`src/rtl/rgb2yuv_mac_sched.sv`:
```
// Sequencer for a time-shared RGB->YUV multiply-accumulate datapath.
// Accepts one pixel, then walks nine products and three stores before presenting YUV.
module rgb2yuv_mac_sched #(
  parameter int PIXELS_PER_FRAME = 16,
  parameter int IDX_W            = 8
) (
  input  logic             clk,
  input  logic             rst_n,
  input  logic             pix_valid,
  output logic             pix_ready,
  input  logic             out_ready,
  output logic             out_valid,
  output logic [15:0]      control,
  output logic             busy,
  output logic [IDX_W-1:0] pix_idx,
  output logic             frame_done
);

  localparam logic [1:0] IDLE = 2'd0;
  localparam logic [1:0] RUN  = 2'd1;
  localparam logic [1:0] OUT  = 2'd2;

  localparam logic [3:0]       LAST_STEP = 4'd11;
  localparam logic [IDX_W-1:0] LAST_IDX  = IDX_W'(PIXELS_PER_FRAME - 1);

  logic [1:0]       state_q, state_d;
  logic [3:0]       step_q, step_d;
  logic [IDX_W-1:0] pix_idx_q, pix_idx_d;
  logic             frame_done_q, frame_done_d;

  logic       fire;
  logic       handoff;
  logic [1:0] row;
  logic [1:0] phase;

  logic       in_load;
  logic [1:0] src_sel;
  logic [1:0] coef_row;
  logic       acc_clr;
  logic       acc_en;
  logic       y_load;
  logic       u_load;
  logic       v_load;
  logic       bias_en;

  // Held low during reset so nothing is accepted before the sequencer is live.
  always_comb begin
    pix_ready = rst_n & ((state_q == IDLE) | ((state_q == OUT) & out_ready));
    fire      = pix_valid & pix_ready;
    handoff   = (state_q == OUT) & out_ready;
    out_valid = (state_q == OUT);
    busy      = (state_q != IDLE);
  end

  always_comb begin
    state_d = state_q;
    step_d  = step_q;
    case (state_q)
      IDLE: begin
        if (fire) begin
          state_d = RUN;
          step_d  = 4'd0;
        end
      end
      RUN: begin
        if (step_q == LAST_STEP) begin
          state_d = OUT;
          step_d  = 4'd0;
        end else begin
          step_d = step_q + 4'd1;
        end
      end
      OUT: begin
        if (out_ready) begin
          state_d = fire ? RUN : IDLE;
          step_d  = 4'd0;
        end
      end
      default: begin
        state_d = IDLE;
        step_d  = 4'd0;
      end
    endcase
  end

  always_comb begin
    pix_idx_d    = pix_idx_q;
    frame_done_d = 1'b0;
    if (handoff) begin
      frame_done_d = (pix_idx_q == LAST_IDX);
      pix_idx_d    = (pix_idx_q == LAST_IDX) ? '0 : pix_idx_q + 1'b1;
    end
  end

  // Each output row takes four steps: R, G, B products, then the store.
  always_comb begin
    row      = step_q[3:2];
    phase    = step_q[1:0];
    in_load  = fire;
    src_sel  = 2'd0;
    coef_row = 2'd0;
    acc_clr  = 1'b0;
    acc_en   = 1'b0;
    y_load   = 1'b0;
    u_load   = 1'b0;
    v_load   = 1'b0;
    bias_en  = 1'b0;
    if (state_q == RUN) begin
      if (phase != 2'd3) begin
        src_sel  = phase;
        coef_row = row;
        acc_en   = 1'b1;
        acc_clr  = (phase == 2'd0);
      end else begin
        case (row)
          2'd0: y_load = 1'b1;
          2'd1: begin
            u_load  = 1'b1;
            bias_en = 1'b1;
          end
          2'd2: begin
            v_load  = 1'b1;
            bias_en = 1'b1;
          end
          default: ;
        endcase
      end
    end
    control = {5'b0, bias_en, v_load, u_load, y_load, acc_en, acc_clr,
               coef_row, src_sel, in_load};
  end

  always_ff @(posedge clk or negedge rst_n) begin
    if (!rst_n) begin
      state_q      <= IDLE;
      step_q       <= 4'd0;
      pix_idx_q    <= '0;
      frame_done_q <= 1'b0;
    end else begin
      state_q      <= state_d;
      step_q       <= step_d;
      pix_idx_q    <= pix_idx_d;
      frame_done_q <= frame_done_d;
    end
  end

  assign pix_idx    = pix_idx_q;
  assign frame_done = frame_done_q;

endmodule
```
`config.mk`:
```
export PLATFORM = sky130hd
export DESIGN_NAME = rgb2yuv_mac_sched
export DESIGN_NICKNAME = d
export VERILOG_FILES = /design/src/rtl/rgb2yuv_mac_sched.sv
export SDC_FILE = /design/constraint.sdc
export NUM_CORES = 1
export LEC_CHECK = 0
export ABC_AREA = 0
export BUFFER_PORTS_ARGS = -buffer_cell sky130_fd_sc_hd__buf_4
export CAP_MARGIN = 20
export CELL_PAD_IN_SITES_DETAIL_PLACEMENT = 2
export CELL_PAD_IN_SITES_GLOBAL_PLACEMENT = 2
export CORE_MARGIN = 1.5
export CORE_UTILIZATION = 25
export CTS_CLUSTER_DIAMETER = 100
export DETAILED_ROUTE_END_ITERATION = 12
export GPL_TIMING_DRIVEN = 0
export PLACE_DENSITY = 0.78
export SLEW_MARGIN = 20
export SYNTH_ARGS = -nofsm -noshare
export SYNTH_HDL_FRONTEND = slang
export SYNTH_SLANG_ARGS = --single-unit
export TNS_END_PERCENT = 20
```
`constraint.sdc`:
```
create_clock -name clk -period 1.5 [get_ports clk]
set_input_delay 0.3 -clock clk [delete_from_list [all_inputs] [get_ports clk]]
set_output_delay 0.3 -clock clk [all_outputs]
set_load 0.05 [all_outputs]
```
# After elaboration in Yosys (flattened, before gate mapping)
# Index checks and enable logic that the tools add are counted.
# classes
n_bitwise	4
n_addsub	2
muxes	31
n_eq_ne	10
n_reduce_logical	7
# op_table
cell	n
$mux 1	18
$mux 2	7
$mux 4	3
$pmux 4 s3	1
$add 8x1->8 const B	1
$eq 8x4->1 const B	1
$mux 8	1
$ne 2x2->1 const B	4
$logic_not 2->1	3
$pmux 2 s3	1
$add 4x1->4 const B	1
$eq 2x1->1 const B	2
$eq 2x2->1 const B	2
$eq 4x4->1 const B	1
$and 1x1->1	3
$reduce_and 3->1	1
$reduce_and 2->1	1
$reduce_bool 2->1	1
$reduce_or 2->1	1
$or 1x1->1	1
# word_totals
word_cells	58
input_bits	4
regBits	15
output_inout_bits	28

# Logic depth before layout (Yosys ltp)
# Gate-level depths: netlist of run 1.
# logic_depth
word_depth	8
depth_mapped	5

# Least setup slack after synthesis of run 1
# Ideal clock, no wire load.
# synth_timing
path_kind	reg-to-output
start	reg step_q[0]
end	out control[4]
arrival_ns	1.754
slack_ns	-0.554
stages_incl_launch_ff	3
path_cell_list	dfrtp_1 > ha_1 > nor3_1
# synth_between
elab_chain_cells	3
# synth_rtl
element	line	source
from (decl)	27	logic [3:0] step_q, step_d;
from (signal assigned)	141	step_q <= step_d;
$ne 2x2->1	109	if (phase != 2'd3) begin
$mux 2	109	
$mux 2	108	if (state_q == RUN) begin
to (decl)	13	output logic [15:0] control,
# No other way between the ends.

# Worst setup path after layout of run 1
# layout_timing
start	reg state_q[0]
end	out pix_ready
# layout_between
elab_chain_cells	4
elab_cells_between_ends	5
# layout_rtl
element	line	source
from (decl)	26	logic [1:0] state_q, state_d;
from (signal assigned)	140	state_q <= state_d;
$eq 2x2->1	48	pix_ready = rst_n & ((state_q == IDLE) | ((state_q == OUT) & out_ready));
$and 1x1->1	48	
$or 1x1->1 *	48	
$and 1x1->1 *	48	
to (decl)	10	output logic pix_ready,
# Mark *: on every way between the ends. The rest lies on a longest branch, timed or not.

==> impl_metrics.csv, run 1 <==
group,metric,value,unit
critical_path,reg2reg_slack,-0.07,ns
run,cap_violations,0,
route,ant_nets,0,
global_route,grt_pass1_wl,4850,µm
clock_network,cts-root-buf,"clkbuf_8",
synthesis,synth_top_family_by_area,"simple AND/OR/NAND/NOR gates",
clock_network,insertion_delay,0.24,ns
outcome,violations,"negative setup slack",
floorplanning,start_util,0.267,
clock_network,path_clk_slew,0.06,ns
synthesis,synth_compound_area_frac,0.0864,
power_and_ir_drop,p_per_area,691,nW/µm²
sta,whs,0.366,ns
synthesis,ys_seq_elements,15,
clock_network,clock-sinks,15,
critical_path,critPathMaxFanout,6,
cells_and_area,areaGrowthSynthToFinish,52.7,%
power_and_ir_drop,fin_total_pwr,1050,µW
global_route,overflow,0,
synthesis,yosysUniqueCellTypes,33,
hold_path,hp-class,"input pin to register",
floorplanning,ios,32,
synthesis,synth_adder_area_share,0.113,
synthesis,synth.yosys.seq_area_share,0.375,
critical_path,required,1.20,ns
synthesis,netlist_area,1000,µm²
critical_path,crit_chain,"nand3b_1 -> buf_6 -> and2_4 -> nor2b_4 -> buf_6",
cells_and_area,multi_input_area,597,µm²
power_and_ir_drop,switching_power,338,µW
cells_and_area,num_antenna_cells,0,
placement,gp_congestion,0.724,
sta,slew_headroom,0.540,
sta,post-route-period-util,1.17,
clock_network,htreeDepth,1,
synthesis,synth_top_area_cell,"dfrtp_1",
clock_network,numCtsBuffers,3,
global_route,grt_max_degree,16,
critical_path,worstSetupPathType,"register to output port",
cells_and_area,regArea,379,µm²
sta,slew_violations,0,
clock_network,clock_path_buffers,2,
route,detailedRoute.firstPassIterationCount,5,
power_and_ir_drop,internal-power,716,µW
sta,rsz0062_at_grt,"true",
synthesis,synth_xor_area_frac,0.0350,
sta,period_needed,1.75,ns
sta,layout_setup_ws,-0.253,ns
route,drt_wl_total,3000,µm
sta,tightest_slew,0.688,ns
power_and_ir_drop,clockPowerShare,0.305,
route,viasPerCell,4.64,
sta,setup_viol,14,
floorplanning,core,3740,µm²
outcome,status,"complete, but fails checks",
placement,dp_hpwl,1960,µm
sta,skew,0.00461,ns
global_route,antenna_found_initial,0,
power_and_ir_drop,comb_power_share,0.262,
critical_path,path_delay_family,"simple AND/OR/NAND/NOR gates",
synthesis,synth_simple_gate_area_share,0.244,
power_and_ir_drop,switching_share,0.321,
clock_network,cts_tree,"built",
synthesis,ys.flop_type,"dfrtp_1",
critical_path,cp_common_cell,"buf_6",
critical_path,cp-start-kind,"register",
sta,tns,-2.30,ns
synthesis,yosysTopAreaCellShare,0.375,
synthesis,syn_avg_cell_area,9.34,µm²
power_and_ir_drop,vdd_ir_drop_max,333,µV
critical_path,slowest_delay,0.44,ns
sta,fmax,571,MHz
global_route,grt_pass1_vias,975,
critical_path,path_buf_inv,2,
floorplanning,die_area,4390,µm²
global_route,track_usage,0.148,
synthesis,async_reset_ff_frac,1.00,
floorplanning,die_h,66.2,µm
synthesis,syn_inst,107,
synthesis,synth_edf_count,0,
critical_path,slowest_stage,"dfrtp_2",
sta,hold_violations,0,
synthesis,yosys_warnings,0,
critical_path,crit_path_end_kind,"output port",
power_and_ir_drop,pwr-share-seq,0.432,
route,drc,0,
power_and_ir_drop,power.leakage,0.000780,µW
route,wl_per_cell,15.4,µm
route,vias,900,
floorplanning,chipWidth,66.2,µm
synthesis,synthMuxAreaShare,0.0113,
cells_and_area,post_route_cells_drive_above_1_share,0.514,
route,drt_iter0_markers,17,
synthesis,synth_area_leaders,"dfrtp_1 (38%), ha_1 (11%), buf_4 (9.0%)",
critical_path,arrival,1.45,ns
floorplanning,rows,22,
placement,io_buffers,26,
cells_and_area,nFillCells,416,
cells_and_area,layout.nets,160,
==> cell type report <==
| type | instances | share of cell area |
|---|---|---|
| plain buffers | 9 | 0.0516 |
| clock buffers | 4 | 0.0295 |
| inverters | 7 | 0.0172 |
| multi-input cells | 75 | 0.391 |
| flip-flops and latches | 15 | 0.248 |
| well taps | 48 | 0.0393 |
| repair buffers | 36 | 0.223 |
==> cells by family after synthesis <==
kind of cell,after synthesis
AND/OR/NAND/NOR,42
buffers and inverters,21
flip-flops,15
XOR/XNOR,4
adder cells (fa/ha/maj),9
other,1
AO/OA/AOI/OAI,14
multiplexers,1
==> cells in the mapped netlist (all sizes together), types with 2 or more instances <==
master and instances:
dfrtp 15, nand3 5, nand2 9, nor3 3
inv 7, ha 9, nor2 3, buf 13
a21o 2, xor2 4, nor2b 2, and3 6
a21oi 2, a31oi 2, and2 5, nor4 2
o21ai 4
==> final timing paths <==
path                                         from                     end  depth (start not counted)
max                        state_q[0]$_DFFE_PN0P_               pix_ready                          5
min                                     pix_valid  state_q[0]$_DFFE_PN0P_                          3
max reg2reg                state_q[0]$_DFFE_PN0P_  pix_idx[4]$_DFFE_PN0P_                          5
min reg2reg                pix_idx[7]$_DFFE_PN0P_  pix_idx[7]$_DFFE_PN0P_                          1
max in group asynchronous                   rst_n   step_q[1]$_DFFE_PN0P_                          2
min in group asynchronous                   rst_n  pix_idx[1]$_DFFE_PN0P_                          2
==> through the flow <==
step                      setup slack [ns]  instance area (µm²)  instances  utilization
after detailed placement            -0.287                 1280        185        0.343
after global routing                -0.295                 1530        194        0.408
final                               -0.253                 1530        194        0.408
after CTS                           -0.252                 1490        193        0.399
after floorplan                     -0.146                 1030        111            -
after global placement              -0.240                 1280        185        0.343
==> power by group through the flow <==
stage / registers (µW) / clock network (µW) / logic (µW)
3_5_place_dp: 457 / 0 / 239
6_report: 456 / 322 / 276
4_1_cts: 456 / 334 / 275
5_1_grt: 461 / 350 / 298
2_1_floorplan: 474 / 0 / 149
3_3_place_gp: 454 / 0 / 231
==> cells in the final DEF (no fill, tap or decap), types with 2 or more instances in the layout <==
| cell type | count |
|---|---|
| a21o_1 | 2 |
| a31oi_1 | 2 |
| and2_4 | 4 |
| and3_1 | 3 |
| and3_4 | 3 |
| buf_4 | 29 |
| buf_6 | 9 |
| buf_8 | 6 |
| clkbuf_8 | 3 |
| conb_1 | 5 |
| dfrtp_1 | 12 |
| dfrtp_2 | 3 |
| ha_1 | 8 |
| inv_1 | 5 |
| inv_2 | 2 |
| nand2_1 | 8 |
| nand3_1 | 5 |
| nor3_2 | 3 |
| o21ai_0 | 3 |
| xor2_1 | 4 |
==> per-layer routing <==
metal | wire, µm | global-route usage | part of all wire
met5 | 0 | 0 | 0
met4 | 35 | 0.0383 | 0.012
met3 | 86 | 0.0187 | 0.029
met2 | 1730 | 0.299 | 0.58
met1 | 1150 | 0.158 | 0.38
==> state kept, by name, indices dropped and copies added (netlist names) <==
register    flops
pix_idx         8
step_q          4
state_q         2
frame_done      1
==> worst min-delay path: cells and delay by family <==
family          cells  cell delay, ns
buf+inv             1            0.12
compound gates      1            0.08
simple gates        1            0.07
==> what timing repair did <==
| item | CTS | global route |
|---|---|---|
| pin swaps | 7 | 2 |
| resized for setup | 38 | 10 |
| buffers inserted | 7 | 1 |
| setup endpoints to repair | 13 | 18 |
| hold buffers | 1 | 0 |
| cloned | 1 | 0 |
| hold endpoints to repair | 15 | 0 |
No activity file was read; power rests on OpenSTA's default activity.
==> run 2, diff against run 1 <==
--- a/config.mk
+++ b/config.mk
@@ -8,5 +8,4 @@
 export ABC_AREA = 0
 export BUFFER_PORTS_ARGS = -buffer_cell sky130_fd_sc_hd__buf_4
-export CAP_MARGIN = 20
 export CELL_PAD_IN_SITES_DETAIL_PLACEMENT = 2
 export CELL_PAD_IN_SITES_GLOBAL_PLACEMENT = 2
==> constraint.sdc (replaced) <==
create_clock -name clk -period 1.5 [get_ports clk]
set_input_delay 0.075 -clock clk [delete_from_list [all_inputs] [get_ports clk]]
set_output_delay 0.075 -clock clk [all_outputs]
set_load 0.05 [all_outputs]
==> run 2 against run 1 <==
Compared with the run above: the flow still finishes with violations (negative setup slack); critical path depth unchanged; die area unchanged; register-to-register slack improved by 0.11 ns; sequential power about the same; highest routed layer unchanged; total power is 0.19% lower; worst hold slack lost 0.24 ns; first-iteration DRC count rose by 24%; clock skew shrank 0.0010 ns; core utilization decreased by 0.67 points; sequential share of layout area up 0.41 points; largest cell class unchanged; clock power barely moved; flip-flop and latch count did not move.
==> impl_metrics.csv, run 2 (same netlist as run 1, synthesis figures left out) <==
group,metric,value,unit
global_route,grt_max_degree,16,
sta,rsz0062_at_grt,"true",
sta,setup_viol,3,
cells_and_area,num_antenna_cells,0,
outcome,violations,"negative setup slack",
run,cap_violations,0,
hold_path,hp-class,"input pin to register",
power_and_ir_drop,p_per_area,701,nW/µm²
placement,io_buffers,26,
sta,whs,0.127,ns
clock_network,cts-root-buf,"clkbuf_8",
cells_and_area,largest_reg_flops,8,
floorplanning,ios,32,
power_and_ir_drop,vdd_ir_drop_max,391,µV
global_route,track_usage,0.149,
route,drc,0,
floorplanning,start_util,0.267,
floorplanning,rows,22,
critical_path,slowest_delay,0.42,ns
route,top_layer,"met4",
placement,place_area,1270,µm²
cells_and_area,nFillCells,437,
cells_and_area,layout.nets,162,
floorplanning,die_h,66.2,µm
clock_network,path_clk_slew,0.06,ns
floorplanning,die_area,4390,µm²
critical_path,critPathMaxFanout,5,
sta,tightest_slew,0.707,ns
sta,hold_violations,0,
clock_network,insertion_delay,0.25,ns
sta,period_needed,1.53,ns
route,drt_iter0_markers,21,
cells_and_area,regArea,379,µm²
critical_path,worstSetupPathType,"register to output port",
clock_network,clock-sinks,15,
clock_network,clock_path_buffers,2,
floorplanning,core,3740,µm²
cells_and_area,multi_input_area,583,µm²
cells_and_area,areaGrowthSynthToFinish,50.2,%
critical_path,required,1.42,ns
sta,skew,0.00358,ns
critical_path,cp_common_cell,"buf_6",
cells_and_area,design_area,1500,µm²
cells_and_area,post_route_cells_drive_above_1_share,0.493,
global_route,antenna_found_initial,0,
sta,post-route-period-util,1.02,
sta,slew_headroom,0.527,
power_and_ir_drop,power.leakage,0.000785,µW
route,viasPerCell,4.56,
cells_and_area,final_common_cell,"buf_4",
sta,slew_violations,0,
global_route,overflow,0,
floorplanning,chipWidth,66.2,µm
clock_network,cts_tree,"built",
sta,tns,-0.0593,ns
outcome,status,"complete, but fails checks",
critical_path,cp-start-kind,"register",
route,met2_wirelength,1680,µm
critical_path,arrival,1.46,ns
power_and_ir_drop,fin_total_pwr,1050,µW
cells_and_area,final_cell_mix,"buf_4 (36), dfrtp_1 (12), nand2_1 (8), ha_1 (8), buf_6 (6)",
global_route,grt_pass1_vias,989,
clock_network,numCtsBuffers,3,
route,wl_met3,102,µm
sta,layout_setup_ws,-0.0317,ns
placement,gp_congestion,0.738,
route,detailedRoute.firstPassIterationCount,2,
critical_path,crit_path_end_kind,"output port",
route,drt_wl_total,2940,µm
route,ant_nets,0,
critical_path,slowest_stage,"dfrtp_1",
route,vias,893,
route,met1_length,1140,µm
route,wl_per_cell,15.0,µm
global_route,grt_pass1_wl,4930,µm
clock_network,htreeDepth,1,
critical_path,crit_chain,"nand3b_1 -> buf_6 -> and2_4 -> nor2b_4 -> buf_6",
sta,fmax,653,MHz
placement,dp_hpwl,2060,µm
## run 2: cell count changes in the layout (fill, tap and decap cells not counted), sizes merged
cell and delta:
buf +2
## run 2: path summary, 6_finish.rpt
path | startpoint | endpoint | slack, ns | cells after the start
hold reg to reg | pix_idx[7]$_DFFE_PN0P_ | pix_idx[7]$_DFFE_PN0P_ | 0.52 | 1
setup / recovery | state_q[0]$_DFFE_PN0P_ | pix_ready | -0.03 | 5
max in group asynchronous | rst_n | state_q[1]$_DFFE_PN0P_ | 0.56 | 2
setup reg to reg | state_q[0]$_DFFE_PN0P_ | pix_idx[4]$_DFFE_PN0P_ | 0.04 | 4
hold / removal | pix_valid | state_q[0]$_DFFE_PN0P_ | 0.13 | 3
min in group asynchronous | rst_n | frame_done$_DFF_PN0_ | 0.44 | 2
## run 2: critical path: cells and delay by family, from the launching register on
family / cells / cell delay (ns)
buffers and inverters: 2 / 0.31
and+or+nand+nor: 3 / 0.48
DFF: 1 / 0.42
## run 2: power by group
part / leakage (µW) / internal (µW) / switching (µW)
combinational: 0.000561 / 100 / 171
sequential: 0.000201 / 426 / 30.9
clock: 0.0000228 / 188 / 137
total: 0.000785 / 714 / 338
## run 2: layer usage
layer / vias up / GRT usage
met3: 4 / 0.0204
li1: 425 / -
met5: - / 0
met1: 442 / 0.164
met4: 0 / 0.0459
met2: 22 / 0.289
## run 2: cell type report
| cell class | count | area share |
|---|---|---|
| sequential | 15 | 0.253 |
| tap | 48 | 0.0400 |
| clock buffer | 4 | 0.0300 |
| multi-input combinational | 75 | 0.388 |
| inverter | 7 | 0.0175 |
| timing repair buffer | 37 | 0.219 |
| buffer | 10 | 0.0525 |
## run 2: stage by stage
step | util | setup slack [ns] | cells
2_1_floorplan | - | -0.303 | 111
3_3_place_gp | 0.341 | -0.0128 | 185
3_5_place_dp | 0.341 | -0.0750 | 185
4_1_cts | 0.392 | -0.0381 | 195
5_1_grt | 0.401 | -0.0895 | 196
6_report | 0.401 | -0.0317 | 196
## run 2: repair_timing
item | CTS | global route
cloned | 0 | 0
setup buffers | 8 | 2
hold endpoints to repair | 15 | 0
hold buffers | 1 | 0
pin swaps | 3 | 3
setup endpoints to repair | 11 | 14
resized for setup | 29 | 10
==> run 3, diff against run 2 <==
BUFFER_PORTS_ARGS = -buffer_cell sky130_fd_sc_hd__buf_2   (was -buffer_cell sky130_fd_sc_hd__buf_4)
==> run 3 against run 2 <==
Compared with the run above: die area did not move; final area is 3.8% lower; the flow still finishes with violations (negative setup slack); register-to-register slack lost 0.02 ns; global-route usage fell by 1.1 points; clock skew decreased by 0.0019 ns; largest cell class unchanged; fmax fell by 0.84%; non-clock buffer count is 1 lower; cell count fell by 0.51%; sequential power is essentially flat; clock power grew 3%; critical path depth unchanged; largest power group unchanged; total power fell by 0.59%.
==> impl_metrics.csv, run 3 (same netlist as run 1, synthesis figures left out) <==
group,metric,value,unit
outcome,status,"complete, but fails checks",
outcome,violations,"negative setup slack",
route,wl_per_cell,14.2,µm
clock_network,htreeDepth,1,
clock_network,clock-sinks,15,
global_route,antenna_found_initial,0,
floorplanning,ios,32,
floorplanning,core,3740,µm²
hold_path,hp-class,"input pin to register",
placement,gp_congestion,0.745,
clock_network,insertion_delay,0.25,ns
global_route,overflow,0,
critical_path,timing.rr.start,"state_q[0]$_DFFE_PN0P_",
sta,slew_headroom,0.523,
floorplanning,die_h,66.2,µm
global_route,grt_pass1_wl,4570,µm
critical_path,reg2reg_depth,5,
floorplanning,die_area,4390,µm²
global_route,grt_max_degree,16,
sta,post-route-period-util,1.03,
power_and_ir_drop,p_per_area,724,nW/µm²
sta,tightest_slew,0.714,ns
placement,io_buffers,26,
route,vias,890,
floorplanning,chipWidth,66.2,µm
sta,slew_violations,0,
clock_network,clock_path_buffers,2,
route,drt_iter0_markers,20,
route,detailedRoute.firstPassIterationCount,3,
critical_path,critPathMaxFanout,6,
cells_and_area,final_cell_mix,"buf_4 (21), buf_2 (14), dfrtp_1 (12)",
sta,layout_setup_ws,-0.0447,ns
clock_network,cts_tree,"built",
sta,hold_violations,0,
power_and_ir_drop,vdd_ir_drop_max,325,µV
sta,skew,0.00170,ns
route,ant_nets,0,
cells_and_area,areaGrowthSynthToFinish,44.4,%
floorplanning,rows,22,
global_route,grt_pass1_vias,971,
critical_path,reg2reg_slack,0.02,ns
global_route,track_usage,0.138,
floorplanning,start_util,0.267,
placement,dp_hpwl,1940,µm
placement,place_ws,-0.162,ns
cells_and_area,num_antenna_cells,0,
critical_path,cp-start-kind,"register",
hold_path,holdPathStages,3,
cells_and_area,post_route_cells_drive_above_1_share,0.463,
cells_and_area,layout.nets,161,
power_and_ir_drop,power.leakage,0.000775,µW
cells_and_area,final_common_cell,"buf_4",
clock_network,numCtsBuffers,3,
sta,setup_viol,5,
critical_path,required,1.42,ns
cells_and_area,largest_reg_flops,8,
route,drt_wl_total,2770,µm
clock_network,cts-root-buf,"clkbuf_8",
run,cap_violations,0,
clock_network,path_clk_slew,0.06,ns
route,viasPerCell,4.56,
critical_path,worstSetupPathType,"register to output port",
critical_path,r2r-end,"pix_idx[7]$_DFFE_PN0P_",
critical_path,crit_path_end_kind,"output port",
critical_path,arrival,1.47,ns
hold_path,hold_start,"pix_valid",
hold_path,hold_end,"state_q[0]$_DFFE_PN0P_",
sta,tns,-0.118,ns
route,drc,0,
sta,fmax,647,MHz
sta,period_needed,1.54,ns
sta,rsz0062_at_grt,"true",
==> run 3: metrics by stage <==
step                utilization  hold WS [ns]  cell area (µm²)  power (µW)  instances
floorplan                     -        -0.221             1020         620        111
global placement          0.323        0.0170             1210         668        185
detailed placement        0.323        0.0189             1210         680        185
CTS                       0.376         0.105             1410        1050        195
global route              0.386         0.108             1440        1100        195
finish                    0.386         0.105             1440        1050        195
==> run 3: area by class of cell <==
class / count / area [µm²]
plain buffers: 11 / 86.3
clock buffers: 4 / 45.0
fillers: 436 / 2300
inverters: 7 / 26.3
multi-input cells: 75 / 572
flip-flops and latches: 15 / 379
well taps: 48 / 60.1
repair buffers: 35 / 275
==> run 3: timing repair <==
| item | 4_1_cts | 5_1_grt |
|---|---|---|
| hold buffers | 1 | 0 |
| hold endpoints to repair | 15 | 0 |
| endpoints found under the setup margin | 12 | 16 |
| gates resized for setup | 35 | 12 |
| buffers inserted | 7 | 1 |
| pin swaps | 2 | 2 |
==> run 3: metal layers <==
layer  vias up  GRT usage  wire length [µm]
met5         -          0                 0
met1       439      0.153              1120
met4         0     0.0536                42
li1        423          -                 -
met2        23      0.256              1510
met3         5     0.0256               106
==> run 3: worst max-delay path: stages, from the launching register on <==
cell      delay (ns)
dfrtp_2         0.44
nand3b_1        0.21
buf_6           0.14
and2_4          0.15
nor2b_4         0.12
buf_6           0.16
==> run 3: how the worst max path moves through the flow <==
stage,start,to,slack (ns),depth (start not counted)
after floorplan,state_q[1]$_DFFE_PN0P_,pix_ready,-0.30,3
after global placement,state_q[1]$_DFFE_PN0P_,control[10],-0.07,5
after detailed placement,state_q[1]$_DFFE_PN0P_,control[10],-0.16,5
after CTS,state_q[0]$_DFFE_PN0P_,control[8],-0.08,5
after global routing,state_q[0]$_DFFE_PN0P_,pix_ready,-0.11,5
final,state_q[0]$_DFFE_PN0P_,pix_ready,-0.04,5
==> run 3: power breakdown <==
group          internal (µW)  total, µW  switching, µW
Combinational           85.2        254            169
Clock                    188        335            147
Sequential               426        456           30.6
